`config.mk`:
```
export PLATFORM = sky130hd
export DESIGN_NAME = cp0_exception_unit_flat
export DESIGN_NICKNAME = d
export VERILOG_FILES = /design/src/rtl/cp0_exception_unit_if.sv /design/src/rtl/cp0_exception_unit.sv /design/src/flat_wrapper.sv
export SDC_FILE = /design/constraint.sdc
export NUM_CORES = 1
export LEC_CHECK = 0
export ABC_AREA = 1
export CAP_MARGIN = 25
export CELL_PAD_IN_SITES_DETAIL_PLACEMENT = 2
export CELL_PAD_IN_SITES_GLOBAL_PLACEMENT = 2
export CORE_MARGIN = 1
export CORE_UTILIZATION = 22
export DETAILED_ROUTE_END_ITERATION = 7
export PLACE_DENSITY_LB_ADDON = 0.1
export SLEW_MARGIN = 40
export SYNTH_ARGS = -nofsm -noshare
export SYNTH_HDL_FRONTEND = slang
export SYNTH_SLANG_ARGS = --single-unit
```
`constraint.sdc`:
```
create_clock -name clk -period 2.4 [get_ports clk]
set_input_delay 0.36 -clock clk [delete_from_list [all_inputs] [get_ports clk]]
set_output_delay 0.36 -clock clk [all_outputs]
set_load 0.005 [all_outputs]
```
`src/rtl/cp0_exception_unit_if.sv`:
```
// Pipeline-to-CP0 bus: M-stage exception inputs, mfc0/mtc0/eret access,
// and the trap/redirect results fed back to the pipeline.
interface cp0_exception_unit_if;
  logic [4:0]  exc_code;
  logic [31:0] victim_pc;
  logic        victim_bd;
  logic [5:0]  hw_int;
  logic [4:0]  cp0_addr;
  logic        cp0_we;
  logic [31:0] cp0_wdata;
  logic        eret_m;
  logic [31:0] cp0_rdata;
  logic        trap_req;
  logic [31:0] handler_pc;
  logic [31:0] epc_out;

  modport master (
    output exc_code, victim_pc, victim_bd, hw_int, cp0_addr, cp0_we, cp0_wdata, eret_m,
    input  cp0_rdata, trap_req, handler_pc, epc_out
  );

  modport slave (
    input  exc_code, victim_pc, victim_bd, hw_int, cp0_addr, cp0_we, cp0_wdata, eret_m,
    output cp0_rdata, trap_req, handler_pc, epc_out
  );
endinterface

```
`src/rtl/cp0_exception_unit.sv`:
```
// Coprocessor 0 for the P7 MIPS pipeline: trap decision in the M stage,
// SR/Cause/EPC state, mfc0/mtc0 access and EPC for eret.
module cp0_exception_unit #(
  parameter logic [31:0] PRID_VALUE   = 32'h2021_0007,
  parameter logic [31:0] HANDLER_ADDR = 32'h0000_4180
) (
  input  logic                    clk,
  input  logic                    reset_n,
  cp0_exception_unit_if.slave     bus
);

  localparam logic [4:0] ADDR_SR    = 5'd12;
  localparam logic [4:0] ADDR_CAUSE = 5'd13;
  localparam logic [4:0] ADDR_EPC   = 5'd14;
  localparam logic [4:0] ADDR_PRID  = 5'd15;

  logic [5:0]  sr_im;
  logic        sr_exl;
  logic        sr_ie;
  logic        cause_bd;
  logic [5:0]  cause_ip;
  logic [4:0]  cause_exc;
  logic [31:0] epc;

  logic        int_pend;
  logic        exc_pend;
  logic        trap;
  logic [31:0] victim_aligned;
  logic [31:0] sr_word;
  logic [31:0] cause_word;
  logic [31:0] rdata;

  // EXL masks both sources so a handler cannot be re-entered before eret.
  assign int_pend = (|(bus.hw_int & sr_im)) & sr_ie & ~sr_exl;
  assign exc_pend = (bus.exc_code != 5'd0) & ~sr_exl;
  assign trap     = int_pend | exc_pend;

  assign victim_aligned = bus.victim_pc & ~32'd3;

  assign sr_word    = {16'd0, sr_im, 8'd0, sr_exl, sr_ie};
  assign cause_word = {cause_bd, 15'd0, cause_ip, 3'd0, cause_exc, 2'd0};

  always_comb begin
    // NOTE: default assignment first so no path through the case leaves rdata unassigned (no latch).
    rdata = '0;
    case (bus.cp0_addr)
      ADDR_SR:    rdata = sr_word;
      ADDR_CAUSE: rdata = cause_word;
      ADDR_EPC:   rdata = epc;
      ADDR_PRID:  rdata = PRID_VALUE;
      default:    rdata = '0;
    endcase
  end

  // NOTE: all state uses non-blocking assignments; later statements in the block win, which orders mtc0 before eret.
  always_ff @(posedge clk or negedge reset_n) begin
    if (!reset_n) begin
      sr_im     <= '0;
      sr_exl    <= 1'b0;
      sr_ie     <= 1'b0;
      cause_bd  <= 1'b0;
      cause_ip  <= '0;
      cause_exc <= '0;
      epc       <= '0;
    end else begin
      cause_ip <= bus.hw_int;
      if (trap) begin
        sr_exl    <= 1'b1;
        cause_exc <= int_pend ? 5'd0 : bus.exc_code;
        cause_bd  <= bus.victim_bd;
        epc       <= bus.victim_bd ? (victim_aligned - 32'd4) : victim_aligned;
      end else begin
        if (bus.cp0_we && bus.cp0_addr == ADDR_SR) begin
          sr_im  <= bus.cp0_wdata[15:10];
          sr_exl <= bus.cp0_wdata[1];
          sr_ie  <= bus.cp0_wdata[0];
        end
        if (bus.cp0_we && bus.cp0_addr == ADDR_EPC)
          epc <= bus.cp0_wdata;
        if (bus.eret_m)
          sr_exl <= 1'b0;
      end
    end
  end

  assign bus.cp0_rdata  = rdata;
  assign bus.trap_req   = trap;
  assign bus.handler_pc = HANDLER_ADDR;
  assign bus.epc_out    = epc;

endmodule
```
`src/flat_wrapper.sv`:
```
// flat-port wrapper written by rule: the top's interface ports become plain ports
module cp0_exception_unit_flat 
#(
  parameter logic [31:0] PRID_VALUE   = 32'h2021_0007,
  parameter logic [31:0] HANDLER_ADDR = 32'h0000_4180
)
  (clk, reset_n, bus_exc_code, bus_victim_pc, bus_victim_bd, bus_hw_int, bus_cp0_addr, bus_cp0_we, bus_cp0_wdata, bus_eret_m, bus_cp0_rdata, bus_trap_req, bus_handler_pc, bus_epc_out);
  cp0_exception_unit_if bus_i ();
  input  logic clk;
  input  logic reset_n;
  input wire logic [$bits(bus_i.exc_code)-1:0] bus_exc_code;
  input wire logic [$bits(bus_i.victim_pc)-1:0] bus_victim_pc;
  input wire logic [$bits(bus_i.victim_bd)-1:0] bus_victim_bd;
  input wire logic [$bits(bus_i.hw_int)-1:0] bus_hw_int;
  input wire logic [$bits(bus_i.cp0_addr)-1:0] bus_cp0_addr;
  input wire logic [$bits(bus_i.cp0_we)-1:0] bus_cp0_we;
  input wire logic [$bits(bus_i.cp0_wdata)-1:0] bus_cp0_wdata;
  input wire logic [$bits(bus_i.eret_m)-1:0] bus_eret_m;
  output wire logic [$bits(bus_i.cp0_rdata)-1:0] bus_cp0_rdata;
  output wire logic [$bits(bus_i.trap_req)-1:0] bus_trap_req;
  output wire logic [$bits(bus_i.handler_pc)-1:0] bus_handler_pc;
  output wire logic [$bits(bus_i.epc_out)-1:0] bus_epc_out;
  assign bus_i.exc_code = bus_exc_code;
  assign bus_i.victim_pc = bus_victim_pc;
  assign bus_i.victim_bd = bus_victim_bd;
  assign bus_i.hw_int = bus_hw_int;
  assign bus_i.cp0_addr = bus_cp0_addr;
  assign bus_i.cp0_we = bus_cp0_we;
  assign bus_i.cp0_wdata = bus_cp0_wdata;
  assign bus_i.eret_m = bus_eret_m;
  assign bus_cp0_rdata = bus_i.cp0_rdata;
  assign bus_trap_req = bus_i.trap_req;
  assign bus_handler_pc = bus_i.handler_pc;
  assign bus_epc_out = bus_i.epc_out;
  cp0_exception_unit #(.PRID_VALUE(PRID_VALUE), .HANDLER_ADDR(HANDLER_ADDR)) u_core (.clk(clk), .reset_n(reset_n), .bus(bus_i));
endmodule
```
==> results.sh <==
export IMPL_place_area_um2=5650
export IMPL_setup_viol=0
export IMPL_slowest_delay_ps=530
export IMPL_antenna_found_initial=0
export IMPL_syn_inst=606
export IMPL_htreeDepth=2
export IMPL_p_per_area_nw_per_um2=876
export IMPL_yosysTopAreaCell="dfrtp_1"
export IMPL_first_pass_iters=4
export IMPL_required_ps=2040
export IMPL_wirelength_um=16700
export IMPL_yosys_top_cells_area="dfrtp_1 33%, nand2_1 21%, inv_1 7.3%"
export IMPL_peakVddDrop_mv=0.434
export IMPL_final_nets=852
export IMPL_end_kind="primary output"
export IMPL_drive_above_1_share=0.0808
export IMPL_power_switching_uw=1990
export IMPL_hold_viol=0
export IMPL_maxCapViolCount=0
export IMPL_worstSetupPathType="in2out"
export IMPL_critPathBufInv=2
export IMPL_overflow=0
export IMPL_die_h_um=135
export IMPL_syn_to_final_growth_pct=51.2
export IMPL_synth_flop_cell="dfrtp_1"
export IMPL_design_area_um2=5900
export IMPL_start_kind="input port"
export IMPL_hp_class="in2async"
export IMPL_crit_family="buffers and inverters"
export IMPL_yosysSeqAreaShare=0.334
export IMPL_n_antenna_cell=0
export IMPL_wl_per_cell_um=16.8
export IMPL_crit_path_top_delay_cell="clkdlybuf4s50_1"
export IMPL_fin_crit_ps=2330
export IMPL_p_leak_uw=0.00291
export IMPL_initial_core_util=0.225
export IMPL_postRouteAntennaNets=0
export IMPL_finalClockSkew_ps=5.61
export IMPL_portBuffers=147
export IMPL_fp_dieW_um=135
export IMPL_critPathArrivalTime_ps=1970
export IMPL_drc=0
export IMPL_gp_congestion=0.819
export IMPL_synth_edf_count=0
export IMPL_grt_start_max_net_pins=24
export IMPL_routed_via_density=4.37
export IMPL_synth_common_cells="219 x nand2_1, 76 x inv_1, 70 x nor2_1, 52 x dfrtp_1, 37 x buf_4"
export IMPL_fmax_ghz=0.429
export IMPL_rsz0062_at_grt="true"
export IMPL_ios=182
export IMPL_cts_path_max_buffers=2
export IMPL_grt_pass1_wl_um=25500
export IMPL_post_synth_num_cell_types=34
export IMPL_reg2reg_slack_ps=590
export IMPL_p_seq_frac=0.303
export IMPL_syn_area_um2=3900
export IMPL_post_cts_repair_setup_buffers=0
export IMPL_synth_warnings=0
export IMPL_drtIter0Drc=130
export IMPL_ys_seq_elements=52
export IMPL_cts_sinks=52
export IMPL_dieArea_um2=18300
export IMPL_path_max_fanout=4
export IMPL_total_power_uw=5160
export IMPL_vias=4336
export IMPL_grt_usage=0.184
export IMPL_cts_tree="yes"
export IMPL_synth_area_per_cell_um2=6.44
export IMPL_place_hpwl_um=13600
export IMPL_synth_top_area_frac=0.334
export IMPL_internal_power_uw=3170
export IMPL_ys_async_sr_fraction=1.00
export IMPL_cp_cell_sequence="clkdlybuf4s50_1 > nand2_1 > nand2_1 > nor2_1 > nand3_1 > nand3_1 > nand2_4 > clkdlybuf4s50_1"
export IMPL_timing_final_crit_share=0.971
export IMPL_netSwitchingFraction=0.386
export IMPL_slew_violations=0
export IMPL_cts_root_buf="clkbuf_16"
export IMPL_clkPwrFrac=0.202
export IMPL_core_um2=17300
export IMPL_clkTransAtPathRegs_ps=70
export IMPL_row_count=48
export IMPL_grt_pass1_vias=4564
export IMPL_power_frac_comb=0.495
export IMPL_clkLatencyLatePin_ps=290
export IMPL_cts_buffers=5
export IMPL_status="finished, final reports clean"
export IMPL_yosys_cell_count_top_type="nand2_1"
==> per-stage QoR <==
stage / setup TNS (ps) / std cells / setup WS [ps] / utilization / hold slack, ps
after global routing: -68.5 / 992 / -30.0 / 0.341 / 30.8
after detailed placement: -669 / 984 / -98.9 / 0.327 / 341
after global placement: -180 / 984 / -45.4 / 0.327 / 337
after CTS: 0 / 992 / 0.972 / 0.339 / 20.2
final: 0 / 992 / 70.3 / 0.341 / 4.28
after floorplan: 0 / 636 / 853 / - / 64.4
==> power by group through the flow <==
stage	Sequential (uW)	Combinational (uW)	Clock, uW
global placement	1570	2490	0
finish	1570	2550	1040
global route	1610	2860	1100
detailed placement	1590	2580	0
floorplan	1510	1210	0
CTS	1580	2620	1070
==> routing by layer <==
layer | GRT usage | part of all wire | vias up
li1 | - | - | 2119
met4 | 0.0393 | 0.0089 | 0
met2 | 0.329 | 0.50 | 92
met3 | 0.0123 | 0.024 | 9
met1 | 0.242 | 0.46 | 2116
met5 | 0 | 0 | -
==> final timing paths <==
path	startpoint	endpoint	depth (start not counted)
max in group asynchronous	reset_n	u_core.bus.epc_out[23]$_DFFE_PN0P_	2
max reg2reg	u_core.sr_im[0]$_DFFE_PN0P_	u_core.bus.epc_out[10]$_DFFE_PN0P_	12
min reg2reg	u_core.bus.epc_out[29]$_DFFE_PN0P_	u_core.bus.epc_out[29]$_DFFE_PN0P_	2
max	bus_hw_int[0]	bus_trap_req	8
min in group clk	u_core.bus.epc_out[29]$_DFFE_PN0P_	u_core.bus.epc_out[29]$_DFFE_PN0P_	2
min	reset_n	u_core.bus.epc_out[31]$_DFFE_PN0P_	1
==> worst reg2reg max path: stages, from the launching register on <==
cell and delay (ps):
dfrtp_1 380, nand2_1 70, nand2_1 50, nor2_1 100, nand3_1 110, nand3_1 170, nand2_4 110, buf_12 180
inv_2 130, buf_12 170, o21ai_0 110, nand2_1 70, nand2_1 50
==> kinds of logic after synthesis <==
family | after synthesis | share of synthesized area
buffers and inverters | 128 | 0.163
flip-flops | 52 | 0.334
adder cells (fa/ha/maj) | 1 | 0.00321
AND/OR/NAND/NOR | 361 | 0.397
other | 2 | 0.00193
AO/OA/AOI/OAI | 52 | 0.0789
XOR/XNOR | 10 | 0.0225
==> flip-flops by register name, indices dropped and copies added, names as in the netlist <==
name,count
u_core.bus.epc_out,32
u_core.cause_ip,6
u_core.sr_im,6
u_core.cause_exc,5
u_core.cause_bd,1
u_core.sr_exl,1
u_core.sr_ie,1
==> cells in the final DEF, fill, tap and decap left out, types with 5 or more instances in the layout <==
cell type	count
clkbuf_16	5
dlymetal6s2s_1	5
nand2_1	218
inv_1	75
o21ai_0	31
clkdlybuf4s50_1	135
conb_1	32
xor2_1	6
nor2_4	5
nand3_1	34
inv_2	5
nor2_1	69
dfrtp_1	52
buf_4	19
o21ai_1	5
o211ai_1	10
dlygate4sd2_1	6
nand4_1	10
==> what timing repair did <==
action / CTS / global route
hold buffers: 0 / 0
resized for setup: 11 / 9
setup endpoints to repair: 12 / 12
==> layout make-up <==
class                      instances  area (um^2)
fill                            2089        11400
multi-input combinational        456         2090
timing repair buffer             170         1690
sequential                        52         1300
inverter                          81          317
tap                              225          282
clock buffer                       5          125
clock inverter                     3         90.1
(Power assumes the default switching activity.)
